<file path="src/rtl/gf8_pkg.sv">
// Shared constants and state encoding for the GF(2^8) divider and its multiplier.
package gf8_pkg;

   localparam logic [7:0] POLY_DEFAULT = 8'h1B;

   // Index of the final multiply (r * a) in the exponentiation sequence
   localparam logic [3:0] LAST_STEP = 4'd13;

   typedef enum logic [1:0] {
      StIdle = 2'd0,
      StCalc = 2'd1,
      StDone = 2'd2
   } state_e;

endpackage

</file>
<file path="src/rtl/gf8_mul_comb.sv">
// Combinational GF(2^8) multiply: carry-less 15-bit product, then reduction mod x^8 + POLY.
module gf8_mul_comb
   import gf8_pkg::*;
#(
   parameter logic [7:0] POLY = POLY_DEFAULT
) (
   input  logic [7:0] i_a,
   input  logic [7:0] i_b,
   output logic [7:0] o_p
);

   logic [14:0] w_prod;

   always_comb begin
      w_prod = '0;
      for (int i = 0; i < 8; i++) begin
         if (i_b[i]) begin
            w_prod = w_prod ^ (15'(i_a) << i);
         end
      end
      // Fold x^i down as x^(i-8) * POLY, highest term first
      for (int i = 14; i >= 8; i--) begin
         if (w_prod[i]) begin
            w_prod = w_prod ^ ({7'd0, POLY} << (i - 8)) ^ (15'd1 << i);
         end
      end
      o_p = w_prod[7:0];
   end

endmodule

</file>
<file path="src/rtl/gf8_div_seq.sv">
// Sequential GF(2^8) divider: q = a * b^-1, with b^-1 = b^254 built by square-and-multiply
// through one shared multiplier. Valid/ready handshake on operands and result.
module gf8_div_seq
   import gf8_pkg::*;
#(
   parameter logic [7:0] POLY = POLY_DEFAULT
) (
   input  logic       clk,
   input  logic       rst_n,
   input  logic       in_valid,
   output logic       in_ready,
   input  logic [7:0] a,
   input  logic [7:0] b,
   output logic       out_valid,
   input  logic       out_ready,
   output logic [7:0] q,
   output logic       div_zero,
   output logic       busy
);

   state_e     r_state;
   state_e     w_state_next;
   logic [3:0] r_step;
   logic [7:0] r_a;
   logic [7:0] r_b;
   logic [7:0] r_r;
   logic [7:0] r_q;
   logic       r_div_zero;
   logic [7:0] w_mul_y;
   logic [7:0] w_mul_p;
   logic       w_last;

   assign w_last = (r_step == LAST_STEP);

   // Even steps square, odd steps multiply by b; the last step applies the dividend
   always_comb begin
      w_mul_y = r_r;
      if (w_last) begin
         w_mul_y = r_a;
      end else if (r_step[0]) begin
         w_mul_y = r_b;
      end
   end

   gf8_mul_comb #(
      .POLY (POLY)
   ) u_mul (
      .i_a (r_r),
      .i_b (w_mul_y),
      .o_p (w_mul_p)
   );

   always_ff @(posedge clk or negedge rst_n) begin
      if (!rst_n) begin
         r_state <= StIdle;
      end else begin
         r_state <= w_state_next;
      end
   end

   always_comb begin
      w_state_next = r_state;
      case (r_state)
         StIdle: begin
            if (in_valid) begin
               w_state_next = (b == 8'd0) ? StDone : StCalc;
            end
         end
         StCalc: begin
            if (w_last) begin
               w_state_next = StDone;
            end
         end
         StDone: begin
            if (out_ready) begin
               w_state_next = StIdle;
            end
         end
         default: w_state_next = StIdle;
      endcase
   end

   always_comb begin
      in_ready  = 1'b0;
      out_valid = 1'b0;
      busy      = 1'b1;
      case (r_state)
         StIdle: begin
            in_ready = 1'b1;
            busy     = 1'b0;
         end
         StDone:  out_valid = 1'b1;
         default: ;
      endcase
   end

   always_ff @(posedge clk or negedge rst_n) begin
      if (!rst_n) begin
         r_step     <= 4'd0;
         r_a        <= 8'd0;
         r_b        <= 8'd0;
         r_r        <= 8'd0;
         r_q        <= 8'd0;
         r_div_zero <= 1'b0;
      end else begin
         case (r_state)
            StIdle: begin
               if (in_valid) begin
                  r_a    <= a;
                  r_b    <= b;
                  r_r    <= b;
                  r_step <= 4'd0;
                  if (b == 8'd0) begin
                     r_q        <= 8'd0;
                     r_div_zero <= 1'b1;
                  end
               end
            end
            StCalc: begin
               if (w_last) begin
                  r_q        <= w_mul_p;
                  r_div_zero <= 1'b0;
                  r_step     <= 4'd0;
               end else begin
                  r_r    <= w_mul_p;
                  r_step <= r_step + 4'd1;
               end
            end
            default: ;
         endcase
      end
   end

   assign q        = r_q;
   assign div_zero = r_div_zero;

endmodule
</file>
<file path="config.mk">
export PLATFORM = sky130hd
export DESIGN_NAME = gf8_div_seq
export DESIGN_NICKNAME = d
export VERILOG_FILES = /design/src/rtl/gf8_pkg.sv /design/src/rtl/gf8_mul_comb.sv /design/src/rtl/gf8_div_seq.sv
export SDC_FILE = /design/constraint.sdc
export NUM_CORES = 1
export LEC_CHECK = 0
export BUFFER_PORTS_ARGS = -buffer_cell sky130_fd_sc_hd__buf_2
export CORE_ASPECT_RATIO = 0.8
export CORE_UTILIZATION = 30
export DETAILED_ROUTE_END_ITERATION = 6
export PLACE_DENSITY_LB_ADDON = 0.08
export SYNTH_ARGS = -nofsm -noshare
export SYNTH_HDL_FRONTEND = slang
export SYNTH_SLANG_ARGS = --single-unit
</file>
<file path="constraint.sdc">
create_clock -name clk -period 4.7 [get_ports clk]
set_input_delay 1.175 -clock clk [delete_from_list [all_inputs] [get_ports clk]]
set_output_delay 1.175 -clock clk [all_outputs]
set_load 0.02 [all_outputs]
</file>
==> results of run 1 <==
## synthesized netlist by cell type (2+ instances only)
cell	n
sky130_fd_sc_hd__or3_1	2
sky130_fd_sc_hd__nand3_1	4
sky130_fd_sc_hd__mux2i_1	4
sky130_fd_sc_hd__and3_1	4
sky130_fd_sc_hd__nand4b_1	7
sky130_fd_sc_hd__a22oi_1	2
sky130_fd_sc_hd__buf_6	3
sky130_fd_sc_hd__mux2_2	7
sky130_fd_sc_hd__o21a_1	9
sky130_fd_sc_hd__o21ai_1	2
sky130_fd_sc_hd__and2_1	2
sky130_fd_sc_hd__o32ai_1	2
sky130_fd_sc_hd__ha_1	2
sky130_fd_sc_hd__inv_1	6
sky130_fd_sc_hd__xor2_1	17
sky130_fd_sc_hd__dfrtp_1	39
sky130_fd_sc_hd__xnor2_1	28
sky130_fd_sc_hd__a21oi_1	9
sky130_fd_sc_hd__xnor3_1	11
sky130_fd_sc_hd__o211ai_1	22
sky130_fd_sc_hd__buf_1	2
sky130_fd_sc_hd__nor2_1	10
sky130_fd_sc_hd__a31oi_1	2
sky130_fd_sc_hd__a21o_1	3
sky130_fd_sc_hd__buf_2	6
sky130_fd_sc_hd__nor3_1	2
sky130_fd_sc_hd__o311a_1	2
sky130_fd_sc_hd__o31ai_1	2
sky130_fd_sc_hd__xnor2_2	2
sky130_fd_sc_hd__nor4_1	2
sky130_fd_sc_hd__o21ai_0	16
sky130_fd_sc_hd__nand4_1	3
sky130_fd_sc_hd__nand2b_1	2
sky130_fd_sc_hd__clkbuf_1	12
sky130_fd_sc_hd__nand2_1	101
sky130_fd_sc_hd__nor2b_1	2
## cell type report
| class | count | share of cell area [%] |
|---|---|---|
| multi-input cells | 299 | 58.9 |
| flip-flops and latches | 39 | 27.1 |
| well taps | 140 | 4.87 |
| repair buffers | 32 | 4.52 |
| clock buffers | 5 | 3.48 |
| inverters | 7 | 0.730 |
| clock inverters | 3 | 0.417 |
## metal layers
metal | vias up | part of all wire (%)
met4 | 0 | 0.66
met5 | - | 0
met2 | 76 | 41
met1 | 1333 | 53
met3 | 7 | 5.1
li1 | 1316 | -
## metrics by stage
| step | instance area, um2 | utilization [%] |
|---|---|---|
| final | 3600 | 34.7 |
| after global routing | 3600 | 34.7 |
| after CTS | 3600 | 34.7 |
| after detailed placement | 3460 | 33.4 |
| after global placement | 3460 | 33.4 |
| after floorplan | 3240 | - |
## cell families (layout without fill, tap and decap cells)
kind of cell	Yosys count	count (layout)
DFF	39	39
AOI/OAI and AO/OA	80	80
buffers and inverters	31	47
muxes	12	12
adders and majority gates	2	2
and+or+nand+nor	144	144
xor gates and xnor gates	61	61
## worst paths after layout
kind	from	end	slack, ns	cells past startpoint
setup / recovery	r_step[0]$_DFFE_PN0P_	r_r[1]$_DFFE_PN0P_	0.88	9
hold / removal	r_a[7]$_DFFE_PN0P_	r_a[7]$_DFFE_PN0P_	0.47	2
setup reg to reg	r_step[0]$_DFFE_PN0P_	r_r[1]$_DFFE_PN0P_	0.88	9
hold reg to reg	r_a[7]$_DFFE_PN0P_	r_a[7]$_DFFE_PN0P_	0.47	2
max in group asynchronous	rst_n	r_r[5]$_DFFE_PN0P_	3.08	1
min in group asynchronous	rst_n	r_a[2]$_DFFE_PN0P_	1.04	1
## sequential cells by signal, summed over array words and instances (netlist names)
register / flops
q: 8
r_state: 2
div_zero: 1
r_step: 4
r_r: 8
r_b: 8
r_a: 8
## critical path: stages (launching register included)
cell and delay (ns):
sky130_fd_sc_hd__dfrtp_1 0.71, sky130_fd_sc_hd__ha_1 0.45, sky130_fd_sc_hd__and3_4 0.48, sky130_fd_sc_hd__o21a_1 0.42, sky130_fd_sc_hd__nand2_1 0.09, sky130_fd_sc_hd__xnor3_1 0.39, sky130_fd_sc_hd__xnor3_2 0.51, sky130_fd_sc_hd__xnor3_1 0.40
sky130_fd_sc_hd__o21ai_1 0.14, sky130_fd_sc_hd__o21a_1 0.14
==> impl_results.md, run 1 <==
* Setup Total Neg Slack at 0 ns
* Min-Delay Path Class: flip-flop to flip-flop
* Layout fillers at 1122
* Post-synthesis cell count at 369
* Element type at the critical path end: flip-flop
* Adder-cell share of the synthesized area at 0.771%
* # nets final at 406
* Core area at 10400 um2
* Post-detail-place hpwl at 7020 um
* Min cycle time layout at 3.82 ns
* Initial standard-cell utilization of the core at 31.3%
* Area of combinational cells with multiple inputs at 2120 um2
* Total congestion overflow at 0
* Worst setup slack after placement at 0.945 ns
* Number of non-filler instances in the completed layout at 525
* Vias in the first global route at 2672
* Relative slew slack at 38.1%
* Final weighted congestion in routability-driven placement at 0.830
* Syn_area_per_cell at 8.79 um2
* Worst hold slack at 0.470 ns
* Reg clk slew, reported paths at 0.06 ns
* Maximum number of pins on one net before global-route repair at 40
* Resize count post-CTS at 0
* Fraction of final layout cells sized beyond drive strength 1 at 15.3%
* Total wire length after detailed routing at 9590 um
* Final setup viols at 0
* Max Transition Viols Final at 0
* Maximum number of buffers from clock root to sink at 2
* Cell types occupying the most area after synthesis: sky130_fd_sc_hd__dfrtp_1 30%, sky130_fd_sc_hd__nand2_1 12%, sky130_fd_sc_hd__xnor3_1 7.6%, sky130_fd_sc_hd__xnor2_1 7.6%, sky130_fd_sc_hd__o211ai_1 5.1%
* Cell area after synthesis at 3240 um2
* Final-report hold violation count at 0
* Most used routing layer: met1
* Sequential cell area in the final layout at 976 um2
* Count of warnings emitted by yosys at 0
* TritonCTS buffer count at 5
* Sequential-to-total area share from yosys stat at 30.1%
* Die height at 95.0 um
* Fraction of synthesized cell area taken by the top area cell type at 30.1%
* First-iteration detailed-routing DRC count at 208
* Area share of xor/xnor cells in the synthesized design at 23.1%
* Mapped Nets at 391
* Core Rows at 33
* Number of setup buffers added after CTS at 0
* Total routing resource utilization after global routing at 18.2%
* Slew @ Worst Pin at 0.929 ns
* Total of flip-flops plus latches after synthesis at 39
* Post-synth top area cell: sky130_fd_sc_hd__dfrtp_1
* GRT met2 Usage at 27.1%
* Main synth FF type: sky130_fd_sc_hd__dfrtp_1
* Remaining design rule violation count at 0
* Clock Root Buffer: sky130_fd_sc_hd__clkbuf_16
* Skew final at 0.00300 ns
* Global-route met3 utilization at 2.21%
* Post-synthesis async set-or-reset flop share at 100%
* Global-route wire length before repair at 15600 um
* Clock tree from TritonCTS: built
* Worst-Skew Late Latency at 0.28 ns
* Number of H-tree branching levels at 2
* Growth of design area from synthesis to finish at 10.9%
* Run status: finished clean
* Peak clock frequency supported by timing at 0.262 GHz
* Average vias per placed instance at 5.20
* Die area at 11200 um2
* Maximum fanout encountered on the critical timing path at 33
* Number of enable flip-flop cells after synthesis at 0
* RSZ-0062 raised after global routing: false
* X dimension of the die at 118 um
* Largest family of logic cells by synthesized area: XOR/XNOR gates
* Number of clock sinks seen by CTS at 39
* Compound-gate portion of the synthesized area at 17.5%
* PnR worst setup slack at 0.879 ns
* Crit path kind: flip-flop to flip-flop
* Routed wire per std cell at 18.3 um
* Final Cycle Share at 81.3%
* Post-Synth Simple-Gate Area at 19.7%
* Instance count after placement with tap cells included at 517
* Data required time at the worst endpoint at 4.91 ns
* Antenna cell count at 0
* Global Route met1 Usage at 27.9%
* Setup crit start kind: flip-flop
* # hold bufs at CTS at 0
* Leading cell type in the layout, fill and taps excluded: sky130_fd_sc_hd__nand2_1
* Number of top-level pins at 32
* Mux cell area share after synthesis at 4.13%
* Number of library cell types mapped by synthesis at 54
* Data arrival at the endpoint of the critical path at 4.03 ns
* Overall via count from detail_route at 2732
* Quantity of I/O buffers inserted on ports at 31
* Number of antenna violations at the first check in global routing at 0
* Drt pass-1 iters at 4
* Most frequent cells in the layout: 101 x sky130_fd_sc_hd__nand2_1, 39 x sky130_fd_sc_hd__dfrtp_1, 31 x sky130_fd_sc_hd__buf_2
* Number of nets with antenna violations after routing at 0
* Max_cap viols at 0
Power of run 1 is left out: the tool's default activity adds up to more than one toggle a clock period on the data nets, which glitch-free logic cannot reach.
==> run 2: changes to the inputs <==
==> constraint.sdc (replaced) <==
create_clock -name clk -period 3.7 [get_ports clk]
set_input_delay 0.925 -clock clk [delete_from_list [all_inputs] [get_ports clk]]
set_output_delay 0.925 -clock clk [all_outputs]
set_load 0.02 [all_outputs]
==> impl_results.md, run 2 (same netlist as run 1, synthesis figures left out) <==
* Highest signal layer in the routed design: met4
* Worst-Skew Late Latency at 0.28 ns (about the same)
* Length in cells of the worst reg-to-reg path at 10 (+1)
* Leading cell type in the layout, fill and taps excluded: sky130_fd_sc_hd__nand2_1
* Quantity of I/O buffers inserted on ports at 31 (unchanged)
* Peak clock frequency supported by timing at 0.300 GHz (+15%)
* Clock Root Buffer: sky130_fd_sc_hd__clkbuf_16
* Relative slew slack at 38.9% (+0.83 points)
* Remaining design rule violation count at 0 (unchanged)
* Die height at 95.0 um (unchanged)
* Crit path from: r_step[0]$_DFFE_PN0P_
* Number of nets with antenna violations after routing at 0 (unchanged)
* Maximum number of pins on one net before global-route repair at 40 (unchanged)
* R2R setup slack at 0.37 ns (-0.51 ns)
* Initial standard-cell utilization of the core at 31.3% (unchanged)
* Maximum number of buffers from clock root to sink at 2 (unchanged)
* R2r endpoint: r_r[4]$_DFFE_PN0P_
* Final-report hold violation count at 0 (unchanged)
* Clock tree from TritonCTS: built
* Met3 routed wirelength at 310 um (-37%)
* Skew final at 0.00429 ns (+0.00129 ns)
* End point of the critical path: r_r[4]$_DFFE_PN0P_
* Data arrival at the endpoint of the critical path at 3.50 ns (-0.53 ns)
* Final setup viols at 0 (unchanged)
* Layout Utilization at 35.9% (+1.2 points)
* Reg clk slew, reported paths at 0.06 ns (about the same)
* Post-detail-place hpwl at 6970 um (-0.79%)
* Slew @ Worst Pin at 0.917 ns (-0.0124 ns)
* Crit path kind: flip-flop to flip-flop
* Final weighted congestion in routability-driven placement at 0.802 (-3.3%)
* Vias in the first global route at 2586 (-3.2%)
* Routed wire per std cell at 17.3 um (-5.2%)
* Min-Delay Path Class: flip-flop to flip-flop
* Setup Total Neg Slack at 0 ns (unchanged)
* Most frequent cells in the layout: 101 x sky130_fd_sc_hd__nand2_1, 39 x sky130_fd_sc_hd__dfrtp_1, 31 x sky130_fd_sc_hd__buf_2
* Layout fillers at 1109 (-1.2%)
* Number of antenna violations at the first check in global routing at 0 (unchanged)
* Resize count post-CTS at 0 (unchanged)
* Max_cap viols at 0 (unchanged)
* Min cycle time layout at 3.33 ns (-0.487 ns)
* Final Cycle Share at 90.1% (+8.8 points)
* Maximum fanout encountered on the critical timing path at 20 (-39%)
* Element type at the critical path end: flip-flop
* Max Transition Viols Final at 0 (unchanged)
* Data required time at the worst endpoint at 3.87 ns (-1.04 ns)
* Met2 WL post-DR at 3930 um (-0.76%)
* Number of top-level pins at 32 (unchanged)
* Number of H-tree branching levels at 2 (unchanged)
* Drt pass-1 iters at 4 (unchanged)
* # nets final at 418 (+3.0%)
* Core Rows at 33 (unchanged)
* Global-route wire length before repair at 15100 um (-3.3%)
* Total wire length after detailed routing at 9300 um (-3.0%)
* RSZ-0062 raised after global routing: false
* X dimension of the die at 118 um (unchanged)
* TritonCTS buffer count at 5 (unchanged)
* Antenna cell count at 0 (unchanged)
* Number of setup buffers added after CTS at 0 (unchanged)
* Total routing resource utilization after global routing at 17.7% (-0.45 points)
* Die area at 11200 um2 (unchanged)
* Total routed wire length on the met1 layer at 4970 um (-2.0%)
* Run status: finished clean
* Number of clock sinks seen by CTS at 39 (unchanged)
* Fraction of final layout cells sized beyond drive strength 1 at 17.9% (+2.6 points)
* # hold bufs at CTS at 0 (unchanged)
* Overall via count from detail_route at 2741 (+0.33%)
* Setup crit start kind: flip-flop
* Total congestion overflow at 0 (unchanged)
* Growth of design area from synthesis to finish at 14.7%
* First-iteration detailed-routing DRC count at 212 (+1.9%)
* Reg-to-Reg Start: r_step[0]$_DFFE_PN0P_
* Average vias per placed instance at 5.10 (-1.9%)
* Core area at 10400 um2 (unchanged)
[run 2: changes by cell type in the layout (fill, tap and decap cells not counted), sizes merged]
cell    previous run  this run
clkinv             3         1
clkbuf             5         6
buf               32        44
bufinv             0         1
[run 2: cell type report]
class | count | area [um2] | area share [%]
multi-input combinational | 299 | 2120 | 56.9
sequential | 39 | 976 | 26.2
timing repair buffer | 44 | 253 | 6.79
tap | 140 | 175 | 4.71
clock buffer | 6 | 139 | 3.73
clock inverter | 2 | 35.0 | 0.941
inverter | 7 | 26.3 | 0.706
[run 2: worst min-delay path by stage]
stage / from / to / slack (ns) / cells past startpoint
floorplan: r_a[0]$_DFFE_PN0P_ / r_a[0]$_DFFE_PN0P_ / 0.44 / 2
global placement: r_a[7]$_DFFE_PN0P_ / r_a[7]$_DFFE_PN0P_ / 0.46 / 2
detailed placement: r_a[7]$_DFFE_PN0P_ / r_a[7]$_DFFE_PN0P_ / 0.47 / 2
CTS: r_a[7]$_DFFE_PN0P_ / r_a[7]$_DFFE_PN0P_ / 0.48 / 2
global route: q[0]$_DFFE_PN0P_ / q[0]$_DFFE_PN0P_ / 0.50 / 2
finish: r_a[7]$_DFFE_PN0P_ / r_a[7]$_DFFE_PN0P_ / 0.47 / 2
[run 2: metal layers]
layer | vias to the layer above | GRT usage (%)
met2 | 51 | 26.6
met5 | - | 0
met4 | 0 | 4.17
met3 | 8 | 1.79
met1 | 1343 | 27.0
li1 | 1339 | -
[run 2: critical path: stages (launching register included)]
cell                      delay (ns)
sky130_fd_sc_hd__dfrtp_1        0.48
sky130_fd_sc_hd__ha_1           0.26
sky130_fd_sc_hd__and3_4         0.26
sky130_fd_sc_hd__buf_4          0.22
sky130_fd_sc_hd__o21ai_2        0.43
sky130_fd_sc_hd__nand2_1        0.13
sky130_fd_sc_hd__xnor3_1        0.40
sky130_fd_sc_hd__xnor2_1        0.27
sky130_fd_sc_hd__xor3_1         0.52
sky130_fd_sc_hd__mux2i_1        0.17
sky130_fd_sc_hd__nand2_1        0.07
[run 2: stage by stage]
stage	cell area, um2	setup WS [ns]	std cells	hold slack (ns)
after floorplan	3240	0.738	369	0.437
after global placement	3550	0.384	529	0.463
after detailed placement	3550	0.367	529	0.467
after CTS	3720	0.357	537	0.481
after global routing	3720	0.153	537	0.498
final	3720	0.366	537	0.474
Power of run 2 is left out for the same reason.
==> run 3: changes to the inputs <==
--- a/config.mk
+++ b/config.mk
@@ -6,7 +6,7 @@
 export NUM_CORES = 1
 export LEC_CHECK = 0
 export BUFFER_PORTS_ARGS = -buffer_cell sky130_fd_sc_hd__buf_2
-export CORE_ASPECT_RATIO = 0.8
+export CORE_ASPECT_RATIO = 0.6
 export CORE_UTILIZATION = 30
 export DETAILED_ROUTE_END_ITERATION = 6
 export PLACE_DENSITY_LB_ADDON = 0.08
==> impl_results.md, run 3 (same netlist as run 1, synthesis figures left out) <==
* Data required time at the worst endpoint at 3.89 ns (+0.02 ns)
* Die height at 82.6 um (-13%)
* Number of antenna violations at the first check in global routing at 0 (unchanged)
* Total wire length after detailed routing at 9930 um (+6.8%)
* Average vias per placed instance at 5.17 (+1.3%)
* Fraction of final layout cells sized beyond drive strength 1 at 18.1% (+0.21 points)
* Vias in the first global route at 2703 (+4.5%)
* Min-Delay Path Class: flip-flop to flip-flop
* Final weighted congestion in routability-driven placement at 0.802 (about the same)
* RSZ-0062 raised after global routing: false
* Clock Root Buffer: sky130_fd_sc_hd__clkbuf_16
* Leading cell type in the layout, fill and taps excluded: sky130_fd_sc_hd__nand2_1
* Setup crit start kind: flip-flop
* Relative slew slack at 39.5% (+0.57 points)
* R2R setup slack at 0.39 ns (+0.03 ns)
* Skew final at 0.00743 ns (+0.00314 ns)
* TritonCTS buffer count at 5 (unchanged)
* Maximum fanout encountered on the critical timing path at 15 (-25%)
* Slew @ Worst Pin at 0.908 ns (-0.00859 ns)
* Setup Total Neg Slack at 0 ns (unchanged)
* Antenna cell count at 0 (unchanged)
* # nets final at 420 (+0.48%)
* X dimension of the die at 136 um (+15%)
* Number of top-level pins at 32 (unchanged)
* Data arrival at the endpoint of the critical path at 3.50 ns (about the same)
* Element type at the critical path end: flip-flop
* First-iteration detailed-routing DRC count at 200 (-5.7%)
* Total routing resource utilization after global routing at 19.4% (+1.7 points)
* Run status: finished clean
* Peak clock frequency supported by timing at 0.302 GHz (+0.76%)
* Maximum number of pins on one net before global-route repair at 40 (unchanged)
* Post-detail-place hpwl at 7630 um (+9.5%)
* Number of setup buffers added after CTS at 0 (unchanged)
* Routed wire per std cell at 18.6 um (+7.6%)
* Core area at 10200 um2 (-1.6%)
* Layout fillers at 1080 (-2.6%)
* Remaining design rule violation count at 0 (unchanged)
* Final Cycle Share at 89.4% (-0.68 points)
* Worst-Skew Late Latency at 0.28 ns (about the same)
* Max Transition Viols Final at 0 (unchanged)
* Maximum number of buffers from clock root to sink at 2 (unchanged)
* Growth of design area from synthesis to finish at 14.1%
* Clock tree from TritonCTS: built
* Die area at 11200 um2 (about the same)
* Number of nets with antenna violations after routing at 0 (unchanged)
* Total congestion overflow at 0 (unchanged)
* Overall via count from detail_route at 2756 (+0.55%)
* Quantity of I/O buffers inserted on ports at 31 (unchanged)
* Most frequent cells in the layout: 101 x sky130_fd_sc_hd__nand2_1, 39 x sky130_fd_sc_hd__dfrtp_1, 31 x sky130_fd_sc_hd__buf_2
* Number of clock sinks seen by CTS at 39 (unchanged)
* Resize count post-CTS at 0 (unchanged)
* Min cycle time layout at 3.31 ns (-0.0251 ns)
* Crit path kind: flip-flop to flip-flop
* Initial standard-cell utilization of the core at 31.8% (+0.52 points)
* Max_cap viols at 0 (unchanged)
* Reg clk slew, reported paths at 0.06 ns (about the same)
* Core Rows at 28 (-15%)
* # hold bufs at CTS at 0 (unchanged)
* Number of H-tree branching levels at 2 (unchanged)
* Drt pass-1 iters at 4 (unchanged)
* Global-route wire length before repair at 16000 um (+5.7%)
* Final-report hold violation count at 0 (unchanged)
* Final setup viols at 0 (unchanged)
## run 3: final timing paths
| check | startpoint | end | cells past startpoint |
|---|---|---|---|
| hold / removal | q[1]$_DFFE_PN0P_ | q[1]$_DFFE_PN0P_ | 2 |
| min in group asynchronous | rst_n | r_state[0]$_DFFE_PN0P_ | 1 |
| max in group asynchronous | rst_n | r_step[1]$_DFFE_PN0P_ | 1 |
| setup reg to reg | r_step[0]$_DFFE_PN0P_ | q[1]$_DFFE_PN0P_ | 8 |
| hold reg to reg | q[1]$_DFFE_PN0P_ | q[1]$_DFFE_PN0P_ | 2 |
| setup / recovery | r_step[0]$_DFFE_PN0P_ | q[1]$_DFFE_PN0P_ | 8 |
## run 3: cell type report
type	instances	area [um2]	share of cell area, %
multi-input cells	299	2120	57.2
flip-flops and latches	39	976	26.4
repair buffers	46	268	7.23
well taps	135	169	4.56
clock buffers	6	139	3.75
inverters	7	26.3	0.710
clock inverters	1	5.00	0.135
## run 3: critical path: stages (launching register included)
cell	delay [ns]
sky130_fd_sc_hd__dfrtp_1	0.38
sky130_fd_sc_hd__buf_4	0.26
sky130_fd_sc_hd__mux2_2	0.41
sky130_fd_sc_hd__o21ai_0	0.52
sky130_fd_sc_hd__and3_1	0.25
sky130_fd_sc_hd__o311a_1	0.16
sky130_fd_sc_hd__a311o_1	0.45
sky130_fd_sc_hd__xnor3_1	0.53
sky130_fd_sc_hd__o31ai_1	0.24
## run 3: stage by stage
| step | std cells | area [um2] | hold WS (ns) | setup slack [ns] | utilization [%] |
|---|---|---|---|---|---|
| floorplan | 369 | 3240 | 0.437 | 0.738 | - |
| global placement | 526 | 3560 | 0.462 | 0.466 | 34.9 |
| detailed placement | 526 | 3560 | 0.465 | 0.444 | 34.9 |
| CTS | 533 | 3700 | 0.480 | 0.422 | 36.3 |
| global route | 533 | 3700 | 0.509 | 0.269 | 36.3 |
| finish | 533 | 3700 | 0.480 | 0.391 | 36.3 |
## run 3: routing by layer
| layer | GRT usage, % | part of all wire, % | wire length, um |
|---|---|---|---|
| met5 | 0 | 0 | 0 |
| met1 | 30.7 | 56 | 5530 |
| met4 | 2.11 | 0.21 | 21 |
| met3 | 3.72 | 5.6 | 560 |
| met2 | 27.2 | 38 | 3820 |
Power of run 3 is left out for the same reason.
